**src/rtl/booth_seq_multiplier_if.sv**
```systemverilog
// booth_seq_multiplier_if: operand/product handshake bundle for booth_seq_multiplier
// in_valid/in_ready   : operand pair handshake (multiplicand, multiplier)
// out_valid/out_ready : product handshake
// busy                : multiplier is running or holding a result
interface booth_seq_multiplier_if #(
    parameter int DATA_WIDTH = 6
);
    logic                      in_valid;
    logic                      in_ready;
    logic [DATA_WIDTH-1:0]     multiplicand;
    logic [DATA_WIDTH-1:0]     multiplier;
    logic                      out_valid;
    logic                      out_ready;
    logic [2*DATA_WIDTH-1:0]   product;
    logic                      busy;
    modport master (
        output in_valid, multiplicand, multiplier, out_ready,
        input  in_ready, out_valid, product, busy
    );
    modport slave (
        input  in_valid, multiplicand, multiplier, out_ready,
        output in_ready, out_valid, product, busy
    );
endinterface

```
**src/rtl/booth_seq_multiplier.sv**
```systemverilog
// booth_seq_multiplier: sequential radix-4 Booth signed multiplier, one digit per cycle
// clk, rst (async, active-high)
// bus.slave: in_valid/in_ready + multiplicand/multiplier in, out_valid/out_ready + product out, busy
// Optional BOOTH_EARLY_TERM_EN: finish as soon as the remaining Booth digits are all zero.
module booth_seq_multiplier #(
    parameter int DATA_WIDTH = 6
) (
    input logic clk,
    input logic rst,
    booth_seq_multiplier_if.slave bus
);
    localparam int W  = DATA_WIDTH;
    localparam int N  = (W + 1) / 2;
    localparam int BW = 2 * N;
    localparam int PW = 2 * W;
    localparam int IW = $clog2(N + 1);
    localparam logic [1:0] IDLE = 2'd0;
    localparam logic [1:0] RUN  = 2'd1;
    localparam logic [1:0] DONE = 2'd2;
    logic [1:0]           state;
    logic [PW-1:0]        acc;
    logic [PW-1:0]        a_sh;
    logic [PW-1:0]        mag;
    logic [PW-1:0]        addend;
    logic [BW:0]          bsh;
    logic signed [BW-1:0] b_ext;
    logic [IW-1:0]        idx;
    logic [2:0]           d;
    logic                 zero;
    logic                 two;
    logic                 last;
    logic                 fin;
    assign b_ext = signed'(bus.multiplier);
    // bsh[2:0] is always the current digit window {B[2i+1],B[2i],B[2i-1]}
    assign d      = bsh[2:0];
    assign zero   = (d == 3'b000) || (d == 3'b111);
    assign two    = (d == 3'b011) || (d == 3'b100);
    assign mag    = zero ? '0 : two ? a_sh << 1 : a_sh;
    assign addend = d[2] ? -mag : mag;
    assign last   = idx == IW'(N - 1);
`ifdef BOOTH_EARLY_TERM_EN
    // bsh[BW:2] holds the next look-back bit and every unretired B bit; all equal => only zero digits remain
    assign fin = last || (&bsh[BW:2]) || ~|bsh[BW:2];
`else
    assign fin = last;
`endif
    always_ff @(posedge clk or posedge rst) begin
        if (rst) begin
            state <= IDLE;
            acc   <= '0;
            a_sh  <= '0;
            bsh   <= '0;
            idx   <= '0;
        end else if (state == IDLE && bus.in_valid) begin
            state <= RUN;
            acc   <= '0;
            a_sh  <= {{W{bus.multiplicand[W-1]}}, bus.multiplicand};
            bsh   <= {b_ext, 1'b0};
            idx   <= '0;
        end else if (state == RUN) begin
            acc   <= acc + addend;
            a_sh  <= a_sh << 2;
            bsh   <= {{2{bsh[BW]}}, bsh[BW:2]};
            idx   <= idx + IW'(1);
            state <= fin ? DONE : RUN;
        end else if (state == DONE && bus.out_ready) begin
            state <= IDLE;
        end
    end
    assign bus.in_ready  = state == IDLE;
    assign bus.out_valid = state == DONE;
    assign bus.busy      = state != IDLE;
    assign bus.product   = acc;
endmodule
```
**src/flat_wrapper.sv**
```systemverilog
// flat-port wrapper written by rule: the top's interface ports become plain ports
module booth_seq_multiplier_flat 
#(
    parameter int DATA_WIDTH = 6
)
  (clk, rst, bus_in_valid, bus_multiplicand, bus_multiplier, bus_out_ready, bus_in_ready, bus_out_valid, bus_product, bus_busy);
  booth_seq_multiplier_if #(.DATA_WIDTH(DATA_WIDTH)) bus_i ();
  input logic clk;
  input logic rst;
  input wire logic [$bits(bus_i.in_valid)-1:0] bus_in_valid;
  input wire logic [$bits(bus_i.multiplicand)-1:0] bus_multiplicand;
  input wire logic [$bits(bus_i.multiplier)-1:0] bus_multiplier;
  input wire logic [$bits(bus_i.out_ready)-1:0] bus_out_ready;
  output wire logic [$bits(bus_i.in_ready)-1:0] bus_in_ready;
  output wire logic [$bits(bus_i.out_valid)-1:0] bus_out_valid;
  output wire logic [$bits(bus_i.product)-1:0] bus_product;
  output wire logic [$bits(bus_i.busy)-1:0] bus_busy;
  assign bus_i.in_valid = bus_in_valid;
  assign bus_i.multiplicand = bus_multiplicand;
  assign bus_i.multiplier = bus_multiplier;
  assign bus_i.out_ready = bus_out_ready;
  assign bus_in_ready = bus_i.in_ready;
  assign bus_out_valid = bus_i.out_valid;
  assign bus_product = bus_i.product;
  assign bus_busy = bus_i.busy;
  booth_seq_multiplier #(.DATA_WIDTH(DATA_WIDTH)) u_core (.clk(clk), .rst(rst), .bus(bus_i));
endmodule
```
**config.mk**
```make
export PLATFORM = sky130hd
export DESIGN_NAME = booth_seq_multiplier_flat
export DESIGN_NICKNAME = d
export VERILOG_FILES = /design/src/rtl/booth_seq_multiplier_if.sv /design/src/rtl/booth_seq_multiplier.sv /design/src/flat_wrapper.sv
export SDC_FILE = /design/constraint.sdc
export NUM_CORES = 1
export LEC_CHECK = 0
export CORE_MARGIN = 2
export CORE_UTILIZATION = 51
export CTS_CLUSTER_SIZE = 14
export DETAILED_ROUTE_END_ITERATION = 10
export PLACE_DENSITY = 0.77
export SETUP_SLACK_MARGIN = 0.2
export SLEW_MARGIN = 20
export SYNTH_ARGS = -nofsm -noshare
export SYNTH_HDL_FRONTEND = slang
export SYNTH_SLANG_ARGS = --single-unit
```
**constraint.sdc**
```tcl
create_clock -name clk -period 4.3 [get_ports clk]
set_clock_uncertainty 0.05 [all_clocks]
set_input_delay 0.86 -clock clk [delete_from_list [all_inputs] [get_ports clk]]
set_output_delay 0.86 -clock clk [all_outputs]
set_load 0.01 [all_outputs]
```
==> impl_metrics.yaml <==
floorplan:
  fp-row-count: 26
  start_util_pct: 52.5
  die_h_um: 76.3
  dieWidth_um: 76.3
  design.die.area_um2: 5820
  coreArea_um2: 5070
  ios: 31
worst_setup_path:
  path_max_fanout: 7
  cp-end-kind: "flop"
  critPathLaunchType: "flop"
  arrival_ps: 4020
  timing.rr.start: "u_core.bsh[1]"
  crit_type: "reg -> reg"
  required_ps: 4470
  worstSetupStartpoint: "u_core.bsh[1]"
grt:
  antenna_found_initial: 0
  grt_max_degree: 27
  gr-total-overflow: 0
  grt_pass1_wl_um: 10300
  grt_pass1_vias: 2247
  track_usage_pct: 21.6
synthesis:
  syn_area_um2: 2660
  yosysUniqueCellTypes: 50
  synthesis.instances: 315
  synth-main-ff-cell: "dfrtp_1"
  synth_edf_count: 0
  yosys-top-cells-area: "dfrtp_1 33%, ha_1 7.0%, a21oi_1 6.8%"
  synth_top_area_share_pct: 32.9
  avgSynthCellArea_um2: 8.46
  synth_seq_cells: 35
  ys_async_sr_fraction_pct: 100
  synth_nets: 347
  yosysSeqAreaShare_pct: 32.9
  yosys_warnings: 0
  yosys.area.top_type: "dfrtp_1"
cells_and_area:
  layout-drive-gt1-share_pct: 9.33
  layout_common_cells: "36 x a21oi_1, 35 x o21ai_0, 34 x nand2_1"
  layout.nets: 374
  multi_input_area_um2: 1660
  area_growth_pct: 18.8
  final_common_cell: "a21oi_1"
  nFillCells: 458
  antenna_cells: 0
  seqCellArea_um2: 878
  final_cells: 413
place:
  dp_cells: 401
  gp_congestion: 0.887
  portBuffers: 30
  dp_hpwl_um: 4350
sta:
  worst_slew_pin_slew_ps: 964
  totalNegativeSetupSlack_ps: 0
  period_needed_ps: 3860
  fmax_mhz: 259
  maxSlewViolCount: 0
  setup_viol: 0
  rsz0062_at_grt: "no"
  post-route-period-util_pct: 89.7
  slew_headroom_pct: 35.3
  final-hold-violation-count: 0
detailed_routing:
  drc_errors: 0
  vias: 2438
  dr.pass1.iters: 4
  ant_nets: 0
  wirelength_um: 6310
  via_per_inst: 5.90
  drt-wirelength-per-cell_um: 15.3
  drt_iter0_drc: 178
cts:
  cts_sinks: 35
  clock_path_buffers: 2
  cts_max_level: 2
  cts_buffers: 5
  hold_buffers: 0
  path_clk_slew_ps: 80
  cts_tree: "done"
  cts_root_buffer: "clkbuf_8"
  worstSkewPairLatency_ps: 280
power:
  peakVddDrop_uv: 444
  p_per_area_nw_per_um2: 816
  leakagePower_uw: 0.00136
status:
  status: "completed"
flow_run:
  cap_violations: 0
worst_hold_path:
  hp-class: "reg -> reg"
  holdCritStartpoint: "u_core.idx[1]"
==> repair_timing <==
action                                  in CTS  in global routing
setup buffers                                0                  4
endpoints found under the setup margin       0                  2
gates resized for setup                      0                  8
==> layer usage <==
| metal | part of all wire (%) | wire [µm] | GRT usage, % | vias up |
|---|---|---|---|---|
| met2 | 48 | 3030 | 35.2 | 42 |
| met5 | 0 | 0 | 0 | - |
| met3 | 2.7 | 172 | 3.79 | 11 |
| met4 | 1.4 | 87 | 6.36 | 0 |
| li1 | - | - | - | 1194 |
| met1 | 48 | 3020 | 29.5 | 1191 |
==> state kept, by name, summed over array words and instances, names as in the netlist <==
signal / count
u_core.a_sh: 12
u_core.state: 2
u_core.bus.product: 12
u_core.bsh: 7
u_core.idx: 2
==> worst max-delay path, stage by stage, from the launching register on <==
cell and delay [ps]:
dfrtp_2 460, xor2_2 210, and2_1 190, inv_1 70, ha_1 170, inv_1 60, a221o_1 300, nand2b_1 180
mux2i_1 130, a221o_1 300, ha_1 320, o211a_1 230, a211oi_2 180, a211o_1 160, a31oi_1 100, or3_1 370
o211a_1 160, o211ai_2 140
==> through the flow <==
step / setup WS [ps] / instance area, µm² / util, % / power, µW / hold WS (ps)
after floorplan: 226 / 2670 / - / 1850 / 401
after global placement: 316 / 3010 / 59.2 / 2200 / 418
after detailed placement: 231 / 3010 / 59.2 / 2240 / 427
after CTS: 207 / 3110 / 61.2 / 2520 / 443
after global routing: 195 / 3160 / 62.4 / 2820 / 470
final: 442 / 3160 / 62.4 / 2580 / 440
==> power by group <==
group          switching [µW]  internal, µW  leakage [µW]
Sequential                216           469      0.000440
Combinational             846           783      0.000872
Clock                     121           146     0.0000515
Total                    1180          1400       0.00136
==> worst paths after layout <==
path | slack (ps) | cells past startpoint | end
max reg2reg | 440 | 17 | u_core.bus.product[11]
min | 440 | 2 | u_core.idx[1]
min in group asynchronous | 930 | 2 | u_core.bus.product[1]
max in group asynchronous | 2670 | 3 | u_core.bus.product[2]
min reg2reg | 440 | 2 | u_core.idx[1]
max | 440 | 17 | u_core.bus.product[11]
==> synthesized netlist by cell type (2+ instances only) <==
cell type and instances:
a211o_1 2, a211oi_1 2, mux2i_1 5, ha_1 15, clkbuf_1 16, inv_1 16, and3b_1 3, dfrtp_1 35
a21o_1 2, o41ai_1 2, and2_1 3, nand3_1 5, xor2_1 5, xnor2_1 8, a2bb2oi_1 2, a22o_1 4
or2_2 2, a21oi_1 36, a22oi_1 12, o21a_1 4, buf_6 2, or3_1 4, nand2_1 34, o21ai_0 36
a221o_1 10, nor2_1 8, nor2b_1 9, nand2b_1 10, o211a_1 2
==> layout make-up <==
type	count	area share, %
tap	70	2.77
clock buffer	8	3.16
inverter	16	1.90
timing repair buffer	41	12.1
sequential	35	27.8
multi-input combinational	243	52.3
==> cells by family (layout without fill, tap and decap cells) <==
group	count (synthesis)	after routing	synth area share, %
compound gates	127	127	31.7
simple gates	82	82	15.5
buf+inv	37	65	5.97
flops	35	35	32.9
fa+ha+maj	16	16	7.80
xor+xnor	13	13	4.27
mux	5	5	1.88
No activity file was read; power rests on OpenSTA's default activity.
